[src/rtl/pipelined_add_sub_if.sv]
// Operand/result handshake bundle for pipelined_add_sub.
// The slave side is the adder; the master side drives operands and accepts results.
interface pipelined_add_sub_if #(
  parameter int unsigned WIDTH = 32
);

  // Operand side
  logic                    in_valid;
  logic                    in_ready;
  logic signed [WIDTH-1:0] a;
  logic signed [WIDTH-1:0] b;
  logic                    cin;
  logic                    sub;
  logic                    sat;

  // Result side
  logic                    out_valid;
  logic                    out_ready;
  logic signed [WIDTH-1:0] sum;
  logic                    cout;
  logic                    overflow;

  modport slave (
    input  in_valid, a, b, cin, sub, sat, out_ready,
    output in_ready, out_valid, sum, cout, overflow
  );

  modport master (
    output in_valid, a, b, cin, sub, sat, out_ready,
    input  in_ready, out_valid, sum, cout, overflow
  );

endinterface

[src/rtl/pipelined_add_sub.sv]
// Pipelined signed adder/subtractor. The carry chain is cut into STAGES
// slices; slice k is resolved in stage k and its carry is registered into
// stage k+1. The last stage also derives overflow and optional saturation.
// A stalled output freezes the whole pipeline.
module pipelined_add_sub #(
  parameter int unsigned WIDTH  = 32,
  parameter int unsigned STAGES = 4
) (
  input  logic                 clk,
  input  logic                 rst,
  pipelined_add_sub_if.slave   io
);

  // Stop elaboration on an unsupported configuration
  if (WIDTH < 8 || WIDTH > 64 || STAGES < 1 || STAGES > 8 ||
      (WIDTH % ((STAGES == 0) ? 1 : STAGES)) != 0) begin : g_bad_params
    $error("pipelined_add_sub: illegal WIDTH/STAGES combination");
  end

  localparam int unsigned SLICE = WIDTH / ((STAGES == 0) ? 1 : STAGES);
  localparam int unsigned MSB   = WIDTH - 1;
  localparam logic [WIDTH-1:0] SMAX = {1'b0, {(WIDTH-1){1'b1}}};
  localparam logic [WIDTH-1:0] SMIN = {1'b1, {(WIDTH-1){1'b0}}};

  // Output-stage valid; the only source of back-pressure
  logic w_stall;
  logic r_out_vld;

  assign w_stall     = r_out_vld && !io.out_ready;
  assign io.in_ready = !w_stall;

  // Inputs to stage k: element 0 comes from the port, k>0 from stage k-1
  logic             w_vld [STAGES];
  logic [WIDTH-1:0] w_a   [STAGES];
  logic [WIDTH-1:0] w_bp  [STAGES];
  logic [WIDTH-1:0] w_res [STAGES];
  logic             w_cy  [STAGES];
  logic             w_sat [STAGES];

  // Subtraction is a + ~b + 1, so cin is replaced by 1 in that mode
  assign w_vld[0] = io.in_valid;
  assign w_a[0]   = io.a;
  assign w_bp[0]  = io.sub ? ~io.b : io.b;
  assign w_res[0] = '0;
  assign w_cy[0]  = io.sub | io.cin;
  assign w_sat[0] = io.sat;

  for (genvar k = 0; k < STAGES; k++) begin : g_stage
    localparam int unsigned LO = k * SLICE;

    logic [SLICE:0]   w_slc;
    logic [WIDTH-1:0] w_raw;

    // Resolve this stage's slice of the carry chain
    assign w_slc = {1'b0, w_a[k][LO +: SLICE]} + {1'b0, w_bp[k][LO +: SLICE]} +
                   {{SLICE{1'b0}}, w_cy[k]};

    // Merge the new slice into the partial raw sum
    always_comb begin
      w_raw              = w_res[k];
      w_raw[LO +: SLICE] = w_slc[SLICE-1:0];
    end

    if (k + 1 < STAGES) begin : g_mid
      logic             r_vld;
      logic             r_cy;
      logic             r_sat;
      logic [WIDTH-1:0] r_a;
      logic [WIDTH-1:0] r_bp;
      logic [WIDTH-1:0] r_res;

      // Advance valid and operands together unless the output is stalled
      always_ff @(posedge clk or posedge rst) begin
        if (rst) begin
          r_vld <= 1'b0;
          r_cy  <= 1'b0;
          r_sat <= 1'b0;
          r_a   <= '0;
          r_bp  <= '0;
          r_res <= '0;
        end else if (!w_stall) begin
          r_vld <= w_vld[k];
          if (w_vld[k]) begin
            r_cy  <= w_slc[SLICE];
            r_sat <= w_sat[k];
            r_a   <= w_a[k];
            r_bp  <= w_bp[k];
            r_res <= w_raw;
          end
        end
      end

      assign w_vld[k+1] = r_vld;
      assign w_cy[k+1]  = r_cy;
      assign w_sat[k+1] = r_sat;
      assign w_a[k+1]   = r_a;
      assign w_bp[k+1]  = r_bp;
      assign w_res[k+1] = r_res;
    end else begin : g_last
      logic             w_ovf;
      logic [WIDTH-1:0] w_sum;
      logic             r_cout;
      logic             r_ovf;
      logic [WIDTH-1:0] r_sum;

      // Signed overflow: like-signed operands producing a sign flip; clamp toward a's sign
      always_comb begin
        w_ovf = (w_a[k][MSB] == w_bp[k][MSB]) && (w_raw[MSB] != w_a[k][MSB]);
        w_sum = w_raw;
        if (w_sat[k] && w_ovf) begin
          w_sum = w_a[k][MSB] ? SMIN : SMAX;
        end
      end

      // Output register; held while the consumer is not ready
      always_ff @(posedge clk or posedge rst) begin
        if (rst) begin
          r_out_vld <= 1'b0;
          r_sum     <= '0;
          r_cout    <= 1'b0;
          r_ovf     <= 1'b0;
        end else if (!w_stall) begin
          r_out_vld <= w_vld[k];
          if (w_vld[k]) begin
            r_sum  <= w_sum;
            r_cout <= w_slc[SLICE];
            r_ovf  <= w_ovf;
          end
        end
      end

      assign io.out_valid = r_out_vld;
      assign io.sum       = r_sum;
      assign io.cout      = r_cout;
      assign io.overflow  = r_ovf;
    end
  end

endmodule

[src/flat_wrapper.sv]
// flat-port wrapper written by rule: the top's interface ports become plain ports
module pipelined_add_sub_flat 
#(
  parameter int unsigned WIDTH  = 32,
  parameter int unsigned STAGES = 4
)
  (clk, rst, io_in_valid, io_a, io_b, io_cin, io_sub, io_sat, io_out_ready, io_in_ready, io_out_valid, io_sum, io_cout, io_overflow);
  pipelined_add_sub_if #(.WIDTH(WIDTH)) io_i ();
  input  logic clk;
  input  logic rst;
  input wire logic [$bits(io_i.in_valid)-1:0] io_in_valid;
  input wire logic [$bits(io_i.a)-1:0] io_a;
  input wire logic [$bits(io_i.b)-1:0] io_b;
  input wire logic [$bits(io_i.cin)-1:0] io_cin;
  input wire logic [$bits(io_i.sub)-1:0] io_sub;
  input wire logic [$bits(io_i.sat)-1:0] io_sat;
  input wire logic [$bits(io_i.out_ready)-1:0] io_out_ready;
  output wire logic [$bits(io_i.in_ready)-1:0] io_in_ready;
  output wire logic [$bits(io_i.out_valid)-1:0] io_out_valid;
  output wire logic [$bits(io_i.sum)-1:0] io_sum;
  output wire logic [$bits(io_i.cout)-1:0] io_cout;
  output wire logic [$bits(io_i.overflow)-1:0] io_overflow;
  assign io_i.in_valid = io_in_valid;
  assign io_i.a = io_a;
  assign io_i.b = io_b;
  assign io_i.cin = io_cin;
  assign io_i.sub = io_sub;
  assign io_i.sat = io_sat;
  assign io_i.out_ready = io_out_ready;
  assign io_in_ready = io_i.in_ready;
  assign io_out_valid = io_i.out_valid;
  assign io_sum = io_i.sum;
  assign io_cout = io_i.cout;
  assign io_overflow = io_i.overflow;
  pipelined_add_sub #(.WIDTH(WIDTH), .STAGES(STAGES)) u_core (.clk(clk), .rst(rst), .io(io_i));
endmodule
[config.mk]
export PLATFORM = sky130hd
export DESIGN_NAME = pipelined_add_sub_flat
export DESIGN_NICKNAME = d
export VERILOG_FILES = /design/src/rtl/pipelined_add_sub_if.sv /design/src/rtl/pipelined_add_sub.sv /design/src/flat_wrapper.sv
export SDC_FILE = /design/constraint.sdc
export NUM_CORES = 1
export LEC_CHECK = 0
export CORE_MARGIN = 4
export CORE_UTILIZATION = 40
export CTS_CLUSTER_SIZE = 16
export DETAILED_ROUTE_END_ITERATION = 16
export GPL_TIMING_DRIVEN = 1
export HOLD_SLACK_MARGIN = 0.15
export PLACE_DENSITY = 0.68
export SYNTH_ARGS = -nofsm -noshare
export SYNTH_HDL_FRONTEND = slang
export SYNTH_SLANG_ARGS = --single-unit
[constraint.sdc]
create_clock -name clk -period 16.4 [get_ports clk]
set_input_delay 4.1 -clock clk [delete_from_list [all_inputs] [get_ports clk]]
set_output_delay 4.1 -clock clk [all_outputs]
set_load 0.02 [all_outputs]
; After elaboration in Yosys (flattened, before gate mapping)
; Cells that the tools add are included.
[totals]
regBits = 284
wordCells = 47
[classes]
n_addsub = 8
eq_ne = 2
n_mux = 3
bitwise_logic = 3
n_reduce_logical = 9
[ops]
columns = operator, n
row1 = 32-bit two-way mux, 3
row2 = 8-bit by 8-bit adder with 9-bit output, 4
row3 = 9-bit by 1-bit adder with 9-bit output, 4
row4 = 32-bit inverter, 1
row5 = 2-bit AND reduction, 4
row6 = 1-bit logical AND, 3
row7 = 1-bit zero test, 2
row8 = 1-bit == test, 1
row9 = 1-bit inequality test, 1
row10 = 1-bit inverter, 1
row11 = 1-bit OR, 1

; Depth between registers and ports, before layout
; Gate-level depths: netlist (run 1).
[logic_depth]
depth_word = 6
depth_mapped = 12
mapped_depth_nobuf = 10

; Least setup slack after synthesis (run 1)
; No wires, ideal clock.
[synth_timing]
path_kind = in2out
from = input io_out_ready
to = output io_in_ready
t_arrival_ns = 4.452
t_required_ns = 12.300
setup_slack_ns = 7.848
stages = 2
path_cell_list = nand2b_1 > buf_2
[synth_via]
elab_chain_cells = 3
[synth_lines]
columns = item, line_no
row1 = from (decl), flat_wrapper.sv:17  ; input wire logic [$bits(io_i.out_ready)-1:0] io_out_ready;
row2 = 1-bit zero test, pipelined_add_sub.sv:29  ; assign w_stall = r_out_vld && !io.out_ready;
row3 = 1-bit logical AND, pipelined_add_sub.sv:29
row4 = 1-bit zero test, pipelined_add_sub.sv:30  ; assign io.in_ready = !w_stall;
row5 = to (decl), flat_wrapper.sv:18  ; output wire logic [$bits(io_i.in_ready)-1:0] io_in_ready;
; Every way passes these cells.

; Worst setup path after layout (run 1)
; Ends and elaborated chain as after synthesis.

==> results of run 1 <==
-- layer usage --
metal | vias to the layer above | GRT usage (%) | wire, um
met2 | 92 | 21.50 | 7480
li1 | 2861 | - | -
met4 | 0 | 4.465 | 216
met5 | - | 0 | 0
met1 | 2759 | 22.23 | 9232
met3 | 15 | 3.609 | 678
-- worst max-delay path, stage by stage --
cell and delay (ns):
clkdlybuf4s50_1 0.45, nand2b_1 0.10, buf_4 0.21, clkdlybuf4s50_1 0.67
-- logic make-up (layout without fill, tap and decap cells) --
| kind of cell | after synthesis | count (layout) |
|---|---|---|
| compound gates | 166 | 166 |
| xor+xnor | 49 | 49 |
| buf+inv | 68 | 174 |
| mux | 104 | 104 |
| fa+ha+maj | 36 | 36 |
| simple gates | 161 | 161 |
| flops | 188 | 188 |
-- metrics by stage --
stage          hold WS [ns]  instances  power, uW  util, %  worst slack [ns]
2_1_floorplan        0.4446        772       1526        -             7.186
3_3_place_gp         0.4590       1126       1776    46.72             6.772
6_report             0.4752       1158       2188    49.41             6.754
3_5_place_dp         0.4672       1126       1804    46.72             6.765
5_1_grt              0.5004       1158       2359    49.41             6.733
4_1_cts              0.4838       1158       2212    49.41             6.748
-- report_power, final --
part | internal [uW] | switching, uW | total, uW
Combinational | 473 | 497 | 969
Sequential | 675 | 143 | 817
Clock | 207 | 195 | 401
Total | 1350 | 834 | 2190
-- how the worst min path moves through the flow --
stage	from	end	slack, ns	cells past startpoint
2_1_floorplan	u_core.g_stage[0].g_mid.r_res[6]	u_core.g_stage[0].g_mid.r_res[6]	0.44	2
3_3_place_gp	u_core.g_stage[0].g_mid.r_bp[25]	u_core.g_stage[0].g_mid.r_bp[25]	0.46	2
3_5_place_dp	u_core.g_stage[0].g_mid.r_res[2]	u_core.g_stage[0].g_mid.r_res[2]	0.47	2
4_1_cts	u_core.g_stage[0].g_mid.r_res[2]	u_core.g_stage[0].g_mid.r_res[2]	0.48	2
5_1_grt	u_core.g_stage[0].g_mid.r_res[2]	u_core.g_stage[0].g_mid.r_res[2]	0.50	2
6_report	u_core.g_stage[0].g_mid.r_res[2]	u_core.g_stage[0].g_mid.r_res[2]	0.48	2
-- final cells by class --
cell class                 count  share of cell area (%)
sequential                   188                   43.36
timing repair buffer         117                   10.49
inverter                      25                  0.9111
tap                          280                   3.229
clock buffer                  18                   4.048
multi-input combinational    516                   36.56
clock inverter                14                   1.395
-- state kept, by name (all words and copies together), names as in the netlist --
name,count
u_core.g_stage.g_mid.r_a,48
u_core.g_stage.g_mid.r_bp,48
u_core.g_stage.g_mid.r_res,48
u_core.io.sum,32
u_core.g_stage.g_mid.r_cy,3
u_core.g_stage.g_mid.r_sat,3
u_core.g_stage.g_mid.r_vld,3
u_core.io.cout,1
u_core.io.out_valid,1
u_core.io.overflow,1
-- Yosys cell counts, types with 2 or more instances --
cell type / n
dfrtp_1: 188
nand2b_1: 5
xnor2_1: 32
or3_1: 4
fa_1: 8
o21bai_1: 3
buf_1: 3
a31oi_1: 2
o31ai_1: 7
a21oi_1: 29
a211oi_1: 12
inv_1: 25
or2_2: 3
o31a_1: 2
nand3_1: 4
nor3_1: 11
buf_2: 10
ha_1: 28
nor2b_1: 6
o21a_1: 8
clkbuf_1: 24
a22o_1: 2
mux2_2: 103
a211oi_2: 16
o211ai_1: 2
xor2_1: 17
buf_6: 6
a21oi_2: 18
a21o_1: 4
nor2_1: 69
nand2_1: 56
o21ai_0: 53
==> metrics.txt, run 1 <==
status finished, final reports clean; Multi-input gate area between 3000 and 4000 sq um; Gate Count Post-Synth about 770; Placer Congestion 0.7712; Power Dens Cells 201.7 nW/um^2; hold_buf cts 0; Avg WL per Cell 15.21 um; post-CTS setup buffer count 0; post-cts resize count 0; setup TNS 0 ns; Hold Fails Final Rpt 0; fmax between 0.1 and 0.15 GHz; IO Count 107; clock-pin slew on the worst setup and hold paths around 0.07 ns; NumNets Final around 1,000; xor/xnor cell area share of the yosys netlist around 4.8%; end point of the critical path io_in_ready; total gr overflow 0; total routing usage reported by global routing around 15%; Worst Skew approximately 0.011 ns; Area contributors post-synth dfrtp_1 52%, mux2_2 13%, ha_1 3.9%; Critical Setup Path Class in -> out; total die area approximately 25,000 sq um; reg-to-reg slack, setup roughly 14 ns; Die X-Extent around 160 um; syn_area_per_cell ~12 sq um; vias approximately 5,700; CP startpoint kind input pin; final period utilization between 50% and 60%; sequential fraction of the synthesis area around 52%; worst r2r dst u_core.io.sum[30]; FF-to-FF Start u_core.g_stage[2].g_mid.r_bp[24]; initial antenna violation count 0; Synth async-reset ratio 100.0%; RSZ-0062 raised after global routing no; H-tree Lvls 4; vias in the first global route about 5,800; hpwl dp 12,430 um; share of cells above drive strength 1 21.75%; Post-Synth Adder-Cell Area roughly 5.7%; DIE HEIGHT approximately 160 um; FF/Latch Area 4705 sq um; Final setup viols 0; fillcell total between 1,500 and 2,000; Synth cell types 44; fin area about 11,000 sq um; Hold/Removal Path Class reg -> reg; # clock sinks around 190; largest net degree at the start of global routing 82; CTS tree yes; # diodes 0; worst path required time around 12 ns; CP Data Arrival Time 5.55 ns; DRT Pass-1 Iters 4; commonest non-fill, non-tap cells in the layout 188 x dfrtp_1, 105 x clkdlybuf4s50_1, 103 x mux2_2; Setup crit end kind output port; EDFF count, synth 0; DRC viols 0; cells on worst reg2reg path 9; DRT antenna net count 0; Synth top area share 52.41%; synth-to-layout area growth 20.87%; row cnt 54; P_leak between 0.004 and 0.005 uW; worst-margin pin slew 1.075 ns; commonest non-fill, non-tap cell in the layout dfrtp_1; mapped cell area 8976 sq um; Final Max Slew Viols 0; Slew HR approximately 28%; Synthesized Nets between 800 and 900; post-synthesis mux area share 13.03%; ys flop type dfrtp_1; drt first-iter violations ~300; Clock Latency Late Sink 0.44 ns; Num CTS Buffers 17; worst-case clock buffer depth 2; CP Max Fanout 13; final WL 17,610 um; largest family of logic cells by synthesized area compound AO/OA/AOI/OAI gates; Compound-Gate Fraction of Synth Area 13.03%; worst vdd ir 95.35 uV; Vias/cell 4.946; MaxCap Viol Count 0; DP Area between 10,000 and 15,000 sq um; port bufs 106; Tmin final between 9 and 10 ns; clock root buffer clkbuf_16; FF+latch count, synth between 150 and 200; Synth Warn # 0; Worst setup startpoint io_out_ready; Synth Area in Simple Gates under 10%; Initial Util slightly above 40%; leading area contributor after synthesis dfrtp_1; Core Area 21,960 sq um; first-pass GRT wire length between 20,000 and 30,000 um
Power figures use the tool's default switching activity.
==> run 2: changes to the inputs <==
- clock period: 16.4 -> 9.81 ns (I/O delays scaled with it)
==> metrics.txt, run 2 (synthesized netlist as in run 1, its figures left out) <==
DRT Pass-1 Iters 4 (unchanged); worst-margin pin slew 1.090 ns (+0.01542 ns); IO Count 107 (unchanged); MaxCap Viol Count 0 (unchanged); Setup crit end kind output port; worst path required time 7.36 ns (-4.94 ns); cell repeated most along the worst path clkdlybuf4s50_1; initial antenna violation count 0 (unchanged); status finished, final reports clean; NumNets Final 971 (-0.10%); post-cts resize count 0 (unchanged); Design Power 3669 uW (+68%); drt first-iter violations 274 (-9.0%); Critical Setup Path Class in -> out; clock-pin slew on the worst setup and hold paths 0.06 ns (about the same); critical path cell sequence clkdlybuf4s50_1 > nand2b_1 > buf_4 > clkdlybuf4s50_1; hold_buf cts 0 (unchanged); largest net degree at the start of global routing 122 (+49%); synth-to-layout area growth 20.71%; DRC viols 0 (unchanged); Vias/cell 4.953 (+0.16%); DIE HEIGHT 157.8 um (unchanged); Final setup viols 0 (unchanged); worst vdd ir 133.3 uV (+40%); worst-case clock buffer depth 2 (unchanged); first-pass GRT wire length 29,920 um (+1.4%); Avg WL per Cell 15.31 um (+0.70%); fmax approximately 0.16 GHz; Hold WS 0.4773 ns (+0.002052 ns); Reg power frac 37.4% (about the same); FF/Latch Area 4705 sq um (unchanged); Power Dens Cells 338.6 nW/um^2 (+68%); CP max stage cell clkdlybuf4s50_1; hpwl dp 12,460 um (+0.28%); setup TNS 0 ns (unchanged); total routing usage reported by global routing 14.93% (+0.039 points); total die area 24,900 sq um (unchanged); P_leak 0.004642 uW (+0.10%); Num CTS Buffers 17 (unchanged); Final Max Slew Viols 0 (unchanged); H-tree Lvls 4 (unchanged); share of cells above drive strength 1 21.66% (-0.089 points); commonest non-fill, non-tap cells in the layout 188 x dfrtp_1, 105 x clkdlybuf4s50_1, 103 x mux2_2; hold_sp u_core.g_stage[1].g_mid.r_res[15]; Hold/Removal Path Class reg -> reg; total gr overflow 0 (unchanged); Crit path largest cell delay 0.66 ns (about the same); port bufs 106 (unchanged); clock root buffer clkbuf_16; FF-to-FF Start u_core.g_stage[2].g_mid.r_bp[24]; final period utilization 64.60%; # diodes 0 (unchanged); Placer Congestion 0.7730 (+0.23%); Switching Fraction 37.64% (-0.47 points); Worst Skew 0.008839 ns (-0.001981 ns); row cnt 54 (unchanged); P_sw 1381 uW (+66%); P_int 2288 uW (+69%); CP Max Fanout 13 (unchanged); CP startpoint kind input pin; Core Area 21,960 sq um (unchanged); combinational share of power 44.1% (-0.2 points); # clock sinks 188 (unchanged); Die X-Extent 157.8 um (unchanged); final WL 17,720 um (+0.61%); DRT antenna net count 0 (unchanged); RSZ-0062 raised after global routing no; Hold Fails Final Rpt 0 (unchanged); Tmin final around 6.3 ns; largest registers u_core.g_stage.g_mid.r_a: 48 flops, u_core.g_stage.g_mid.r_bp: 48 flops, u_core.g_stage.g_mid.r_res: 48 flops; Initial Util 40.88% (unchanged); Slew HR 27.07% (-1.0 points); Worst setup startpoint io_out_ready; vias 5,731 (+0.070%); vias in the first global route 5,823 (+1.2%); Clk pwr share 18.5% (+0.2 points); Multi-input gate area 3966 sq um (unchanged); fillcell total 1,918 (+0.16%); CP Data Arrival Time 3.89 ns (-1.66 ns); CTS tree yes; Clock Latency Late Sink 0.42 ns (-0.02 ns); commonest non-fill, non-tap cell in the layout dfrtp_1; post-CTS setup buffer count 0 (unchanged)
run 2: changes by cell type in the layout (fill, tap and decap cells not counted):
cell / change
clkinv_8: -3
inv_6: +3
clkinv_2: +2
clkinvlp_4: -2
inv_8: -2
buf_4: -1
bufinv_16: +1
clkbuf_8: +1
run 2: path summary, 6_finish.rpt:
check	endpoint	slack, ns	cells past startpoint
max	io_in_ready	3.47	4
min	u_core.g_stage[1].g_mid.r_res[15]	0.48	2
max reg2reg	u_core.io.sum[30]	7.26	9
min reg2reg	u_core.g_stage[1].g_mid.r_res[15]	0.48	2
max in group asynchronous	u_core.g_stage[2].g_mid.r_bp[27]	5.78	3
min in group asynchronous	u_core.io.sum[7]	2.59	2
run 2: layout make-up:
| type | count | area share, % |
|---|---|---|
| clock inverters | 13 | 1.212 |
| flip-flops and latches | 188 | 43.42 |
| inverters | 25 | 0.9122 |
| clock buffers | 19 | 4.180 |
| well taps | 280 | 3.233 |
| multi-input cells | 516 | 36.61 |
| repair buffers | 116 | 10.44 |
run 2: worst max-delay path: cells and delay by family:
kind / cells / cell delay [ns]
buf+inv: 3 / 1.32
simple gates: 1 / 0.11
run 2: metal layers:
metal	global-route usage (%)	wire length, um
met5	0	0
met4	4.875	264
met3	3.116	789
met2	21.69	7562
met1	22.34	9100
run 2: power groups by stage:
stage,sequential [uW],clock (uW),combinational (uW)
final,1370,680,1620
after global routing,1420,726,1810
after CTS,1380,695,1640
after detailed placement,1390,0,1630
after global placement,1380,0,1590
after floorplan,1380,0,1170
run 2: stage by stage:
step / area (sq um) / worst slack, ns / util [%] / cells
final: 10840 / 3.472 / 49.34 / 1157
after global routing: 10840 / 3.420 / 49.34 / 1157
after CTS: 10840 / 3.442 / 49.34 / 1157
after detailed placement: 10250 / 3.458 / 46.68 / 1125
after global placement: 10250 / 3.446 / 46.68 / 1125
after floorplan: 8976 / 2.244 / - / 772
